File: src/rtl/icache_mem_responder.sv
// Instruction-cache line-fill responder: latency wait, then a valid/ready burst of one line.
// Optional macro CRITICAL_WORD_FIRST_EN starts the burst at the missed word and wraps.
module icache_mem_responder #(
    parameter int ADDR_WIDTH     = 16,
    parameter int WORD_WIDTH     = 32,
    parameter int WORDS_PER_LINE = 4,
    parameter int MEM_LATENCY    = 3
) (
    input  logic                              clk,
    input  logic                              arst_n,
    input  logic                              i_halt,
    input  logic                              i_req_valid,
    input  logic [ADDR_WIDTH-1:0]             i_req_addr,
    output logic                              o_req_ready,
    output logic                              o_rd_en,
    output logic [ADDR_WIDTH-1:0]             o_rd_addr,
    input  logic [WORD_WIDTH-1:0]             i_rd_data,
    output logic                              o_data_valid,
    output logic [WORD_WIDTH-1:0]             o_data,
    output logic [$clog2(WORDS_PER_LINE)-1:0] o_word_offset,
    input  logic                              i_data_ready,
    output logic                              o_data_received,
    output logic                              o_busy
);

    localparam int OFF_W = $clog2(WORDS_PER_LINE);
    localparam int CNT_W = (MEM_LATENCY > 1) ? $clog2(MEM_LATENCY) : 1;

    typedef enum logic [1:0] {
        S_IDLE,
        S_WAIT,
        S_FETCH,
        S_BEAT
    } state_t;

    state_t                r_state;
    logic [CNT_W-1:0]      r_cnt;
    logic [ADDR_WIDTH-1:0] r_base;
    logic [OFF_W-1:0]      r_offset;
    logic [OFF_W-1:0]      r_beat_cnt;
    logic                  r_data_valid;
    logic                  r_pending;
    logic [WORD_WIDTH-1:0] r_data;

    logic                  w_accept;
    logic                  w_beat_done;
    logic                  w_last;
    logic [OFF_W-1:0]      w_next_off;
    logic [OFF_W-1:0]      w_rd_off;
    logic [OFF_W-1:0]      w_start_off;

`ifdef CRITICAL_WORD_FIRST_EN
    assign w_start_off = i_req_addr[OFF_W-1:0];
`else
    assign w_start_off = '0;
`endif

    assign w_accept    = i_req_valid & o_req_ready;
    assign w_last      = (r_beat_cnt == OFF_W'(WORDS_PER_LINE - 1));
    assign w_beat_done = (r_state == S_BEAT) & r_data_valid & i_data_ready & ~i_halt;
    assign w_next_off  = r_offset + 1'b1;
    assign w_rd_off    = (r_state == S_BEAT) ? w_next_off : r_offset;

    assign o_req_ready     = (r_state == S_IDLE) & ~i_halt;
    assign o_rd_en         = ~i_halt & ((r_state == S_FETCH) | (w_beat_done & ~w_last));
    assign o_rd_addr       = r_base | ADDR_WIDTH'(w_rd_off);
    assign o_data_valid    = r_data_valid;
    assign o_word_offset   = r_offset;
    assign o_data_received = r_data_valid & w_last;
    assign o_busy          = (r_state != S_IDLE);

    // Read data is passed straight through in the cycle after a read and held
    // in r_data afterwards, so a beat is valid one cycle after its o_rd_en.
    assign o_data = r_pending ? i_rd_data : r_data;

    always_ff @(posedge clk or negedge arst_n) begin
        if (!arst_n) begin
            r_state      <= S_IDLE;
            r_cnt        <= '0;
            r_base       <= '0;
            r_offset     <= '0;
            r_beat_cnt   <= '0;
            r_data_valid <= 1'b0;
            r_pending    <= 1'b0;
            r_data       <= '0;
        end else if (!i_halt) begin
            r_pending <= o_rd_en;
            if (r_pending) begin
                r_data <= i_rd_data;
            end
            case (r_state)
                S_IDLE: begin
                    if (w_accept) begin
                        r_base     <= i_req_addr & ~ADDR_WIDTH'(WORDS_PER_LINE - 1);
                        r_offset   <= w_start_off;
                        r_beat_cnt <= '0;
                        r_cnt      <= CNT_W'(MEM_LATENCY - 1);
                        r_state    <= S_WAIT;
                    end
                end
                S_WAIT: begin
                    if (r_cnt == '0) begin
                        r_state <= S_FETCH;
                    end else begin
                        r_cnt <= r_cnt - 1'b1;
                    end
                end
                S_FETCH: begin
                    r_data_valid <= 1'b1;
                    r_state      <= S_BEAT;
                end
                S_BEAT: begin
                    if (w_beat_done) begin
                        if (w_last) begin
                            r_data_valid <= 1'b0;
                            r_state      <= S_IDLE;
                        end else begin
                            r_offset   <= w_next_off;
                            r_beat_cnt <= r_beat_cnt + 1'b1;
                        end
                    end
                end
                default: r_state <= S_IDLE;
            endcase
        end
    end

endmodule

File: config.mk
export PLATFORM = sky130hd
export DESIGN_NAME = icache_mem_responder
export DESIGN_NICKNAME = d
export VERILOG_FILES = /design/src/rtl/icache_mem_responder.sv
export SDC_FILE = /design/constraint.sdc
export NUM_CORES = 1
export LEC_CHECK = 0
export CAP_MARGIN = 20
export CORE_UTILIZATION = 30
export CTS_CLUSTER_SIZE = 10
export DETAILED_ROUTE_END_ITERATION = 12
export SKIP_CTS_REPAIR_TIMING = 1
export SLEW_MARGIN = 0
export SYNTH_ARGS = -nofsm -noshare
export SYNTH_HDL_FRONTEND = slang
export SYNTH_SLANG_ARGS = --single-unit
File: constraint.sdc
create_clock -name clk -period 1.6 [get_ports clk]
set_input_delay 0.24 -clock clk [delete_from_list [all_inputs] [get_ports clk]]
set_output_delay 0.24 -clock clk [all_outputs]
set_load 0.05 [all_outputs]
==> metrics <==
result of the run complete, but fails checks; violated checks negative setup slack; global-route wire length before repair 10.2 mm; simple logic cell fraction of the synthesized area 4.21%; count of input and output buffers 105; worst min-delay path category in -> async; antenna violations before repair 0; fraction of the mapped netlist area in adder cells 3.55%; Worst Clk Skew 4.49 ps; worst vdd ir 0.892 mV; Avg Vias per Cell 4.63; Overflow after GRT 0; type of destination of the critical path output port; worst max-slew margin expressed relative to the limit 76.4%; TritonCTS sink count 56; H-tree level count 2; Fill cells 768; pre-CTS setup slack -227 ps; Antenna Violating Nets Remaining 0; final setup violating endpoints 43; clock latency reported for the late side of the worst-skew pair 300 ps; number of buffers added by the clock tree synthesis step 5; number of warnings reported in the yosys synthesis log 0; final number of hold-violating endpoints 0; Period minus WS final 1820 ps; diode count 0; max capacitance violation total 0; RePlAce Congestion 0.727; number of violations reported at the end of detailed-routing iteration 0 22; Layout area overhead 79.9%; netlist area before placement 2820 um^2; post-synthesis async set-or-reset flop share 100%; DP HPWL 4.55 mm; path type of the worst setup path reg -> out; crit path launch type register; detailed-route via count 2126; largest family of logic cells by synthesized area multiplexers; final worst-path cycle share 113%; number of instances in the synthesized netlist 203; slowest CP cell sky130_fd_sc_hd__dfrtp_2; sequence of cells on the critical path inv_2 -> ha_4 -> buf_6 -> clkinvlp_4 -> nor2_4 -> buf_6 -> buf_12; effective utilization at floorplan 30.7%; cell at the root of the clock tree sky130_fd_sc_hd__clkbuf_8; via count of the first global-routing pass 2114; final worst hold slack 467 ps; horizontal die dimension 99.0 um; Post-synth EDFFs 0; Cell Pwr Density 2310 nW/um^2; die extent in y 99.0 um; fraction of the mapped netlist area in compound gates 4.97%; proportion of layout cells with a drive suffix above 1 61.8%; sequential share of the synthesized area 49.7%; net count after synthesis 264; Detailed Route WL 6.72 mm; Top FF cell, synth sky130_fd_sc_hd__dfrtp_1; NumNets Final 408; fraction of synthesized area in multiplexers 33.4%; data arrival time at the worst-slack endpoint 1580 ps; clock slew seen by the registers of the worst setup and hold paths 100 ps; RSZ-0062 raised after global routing true; post-synth cell types 36; Die ar. 9800 um^2; worst-case setup margin in the final layout -215 ps; Max stage delay on crit path 460 ps; maximum clock rate 551 MHz; row count 35; per-cell routed wire length 14.6 um; required time of the worst setup path 1360 ps; I/O pin count 108; Slew Limit Fails 0; number of buffers on the longest clock path 2; maximum fanout along the worst path 4; xor-xnor portion of the synthesized cell area 0.310%; number of storage elements in the synthesis netlist 56; CTS tree done; Std-Cell Core Area 9200 um^2; leakage dissipation 2.27 nW; total track usage 13.0%; drt first pass iters 6; cell repeated most along the worst path sky130_fd_sc_hd__buf_6; syn avg cell area 13.9 um^2; remaining design rule violation count 0; transition at the pin with the smallest max-transition slack 352 ps; maximum number of pins on one net before global-route repair 57
==> final timing paths <==
kind	start	cells after the start	to	slack, ps
worst max-delay path	r_state[0]	7	o_req_ready	-220
worst min-delay path	arst_n	3	r_data[3]	470
worst max register to register	r_state[1]	7	o_word_offset[0]	-190
worst min register to register	r_data[1]	1	r_data[1]	510
max in group asynchronous	arst_n	3	r_pending	870
min in group clk	r_data[1]	1	r_data[1]	510
==> kinds of logic after synthesis <==
family / Yosys count
AOI/OAI and AO/OA: 18
xor gates and xnor gates: 1
adders and majority gates: 8
buffers and inverters: 18
DFF: 56
muxes: 82
and+or+nand+nor: 20
==> through the flow <==
step | total power, mW | TNS, ps | area [um^2] | cells | utilization, %
after floorplan | 6.85 | -4810 | 2870 | 203 | -
final | 11.7 | -5760 | 5080 | 459 | 55.2
after global placement | 9.98 | -2450 | 4570 | 434 | 49.7
after global routing | 12.3 | -9520 | 5080 | 459 | 55.2
after CTS | 11.0 | -7950 | 4670 | 442 | 50.7
after detailed placement | 10.1 | -2800 | 4570 | 434 | 49.7
==> report_power, final <==
| part | leakage [nW] | total [mW] | internal [mW] | switching, mW |
|---|---|---|---|---|
| Combinational | 1.57 | 8.37 | 4.23 | 4.15 |
| Clock | 0.0445 | 0.808 | 0.353 | 0.454 |
| Sequential | 0.664 | 2.53 | 2.11 | 0.419 |
==> Yosys cell counts, types with 2 or more instances <==
cell type                 count  area share [%]
sky130_fd_sc_hd__mux2_4       6             3.2
sky130_fd_sc_hd__dfrtp_1     56              50
sky130_fd_sc_hd__o21ai_0      3            0.53
sky130_fd_sc_hd__ha_1         8             3.5
sky130_fd_sc_hd__buf_2        3            0.53
sky130_fd_sc_hd__mux2i_1      2            0.71
sky130_fd_sc_hd__nand2_1      4            0.53
sky130_fd_sc_hd__a21oi_1      4            0.71
sky130_fd_sc_hd__buf_4        2            0.53
sky130_fd_sc_hd__buf_6        4             1.6
sky130_fd_sc_hd__nor2_1       6            0.80
sky130_fd_sc_hd__nand2_2      2            0.44
sky130_fd_sc_hd__inv_1        8             1.1
sky130_fd_sc_hd__mux2_2      73              29
==> worst max-delay path: cells and delay by family (launching register included) <==
family,cells,cell delay (ps)
flops,1,460
simple gates,1,140
fa+ha+maj,1,140
buf+inv,5,540
==> per-layer routing <==
metal,global-route usage (%),vias to the layer above,routed length [um],part of all wire (%)
li1,-,1008,-,-
met1,15.7,1060,2790,42
met2,23.5,56,3570,53
met3,2.91,2,332,4.9
met4,2.76,0,29,0.43
met5,0,-,0,0
==> sequential cells by signal, summed over array words and instances, names as in the netlist <==
| name | count |
|---|---|
| r_base | 14 |
| o_data_valid | 1 |
| r_state | 2 |
| o_word_offset | 2 |
| r_cnt | 2 |
| r_beat_cnt | 2 |
| r_data | 32 |
| r_pending | 1 |
==> cells in the final DEF, fill, tap and decap left out, drive strengths merged <==
cell           count
a211oi             2
clkinvlp           2
a21o               1
xnor2              1
nand2              6
mux2              80
a32o               1
a31oi              1
dlygate4sd3        1
and2               1
nor4               1
nor2b              2
o211ai             1
a21boi             2
clkdlybuf4s50     49
clkbuf            10
o21ai              3
a41oi              1
nor4b              1
dfrtp             56
o22ai              1
mux2i              2
nor2               7
o21a               1
buf               93
inv                8
ha                 8
a21oi              4
nand2b             2
==> area by class of cell <==
| cell class | count | area [um^2] | area share (%) |
|---|---|---|---|
| repair buffers | 146 | 1870 | 36.8 |
| clock inverters | 1 | 7.51 | 0.148 |
| flip-flops and latches | 56 | 1410 | 27.7 |
| multi-input cells | 129 | 1530 | 30.2 |
| inverters | 9 | 37.5 | 0.739 |
| clock buffers | 7 | 86.3 | 1.70 |
| well taps | 111 | 139 | 2.74 |
Power figures use the tool's default switching activity.
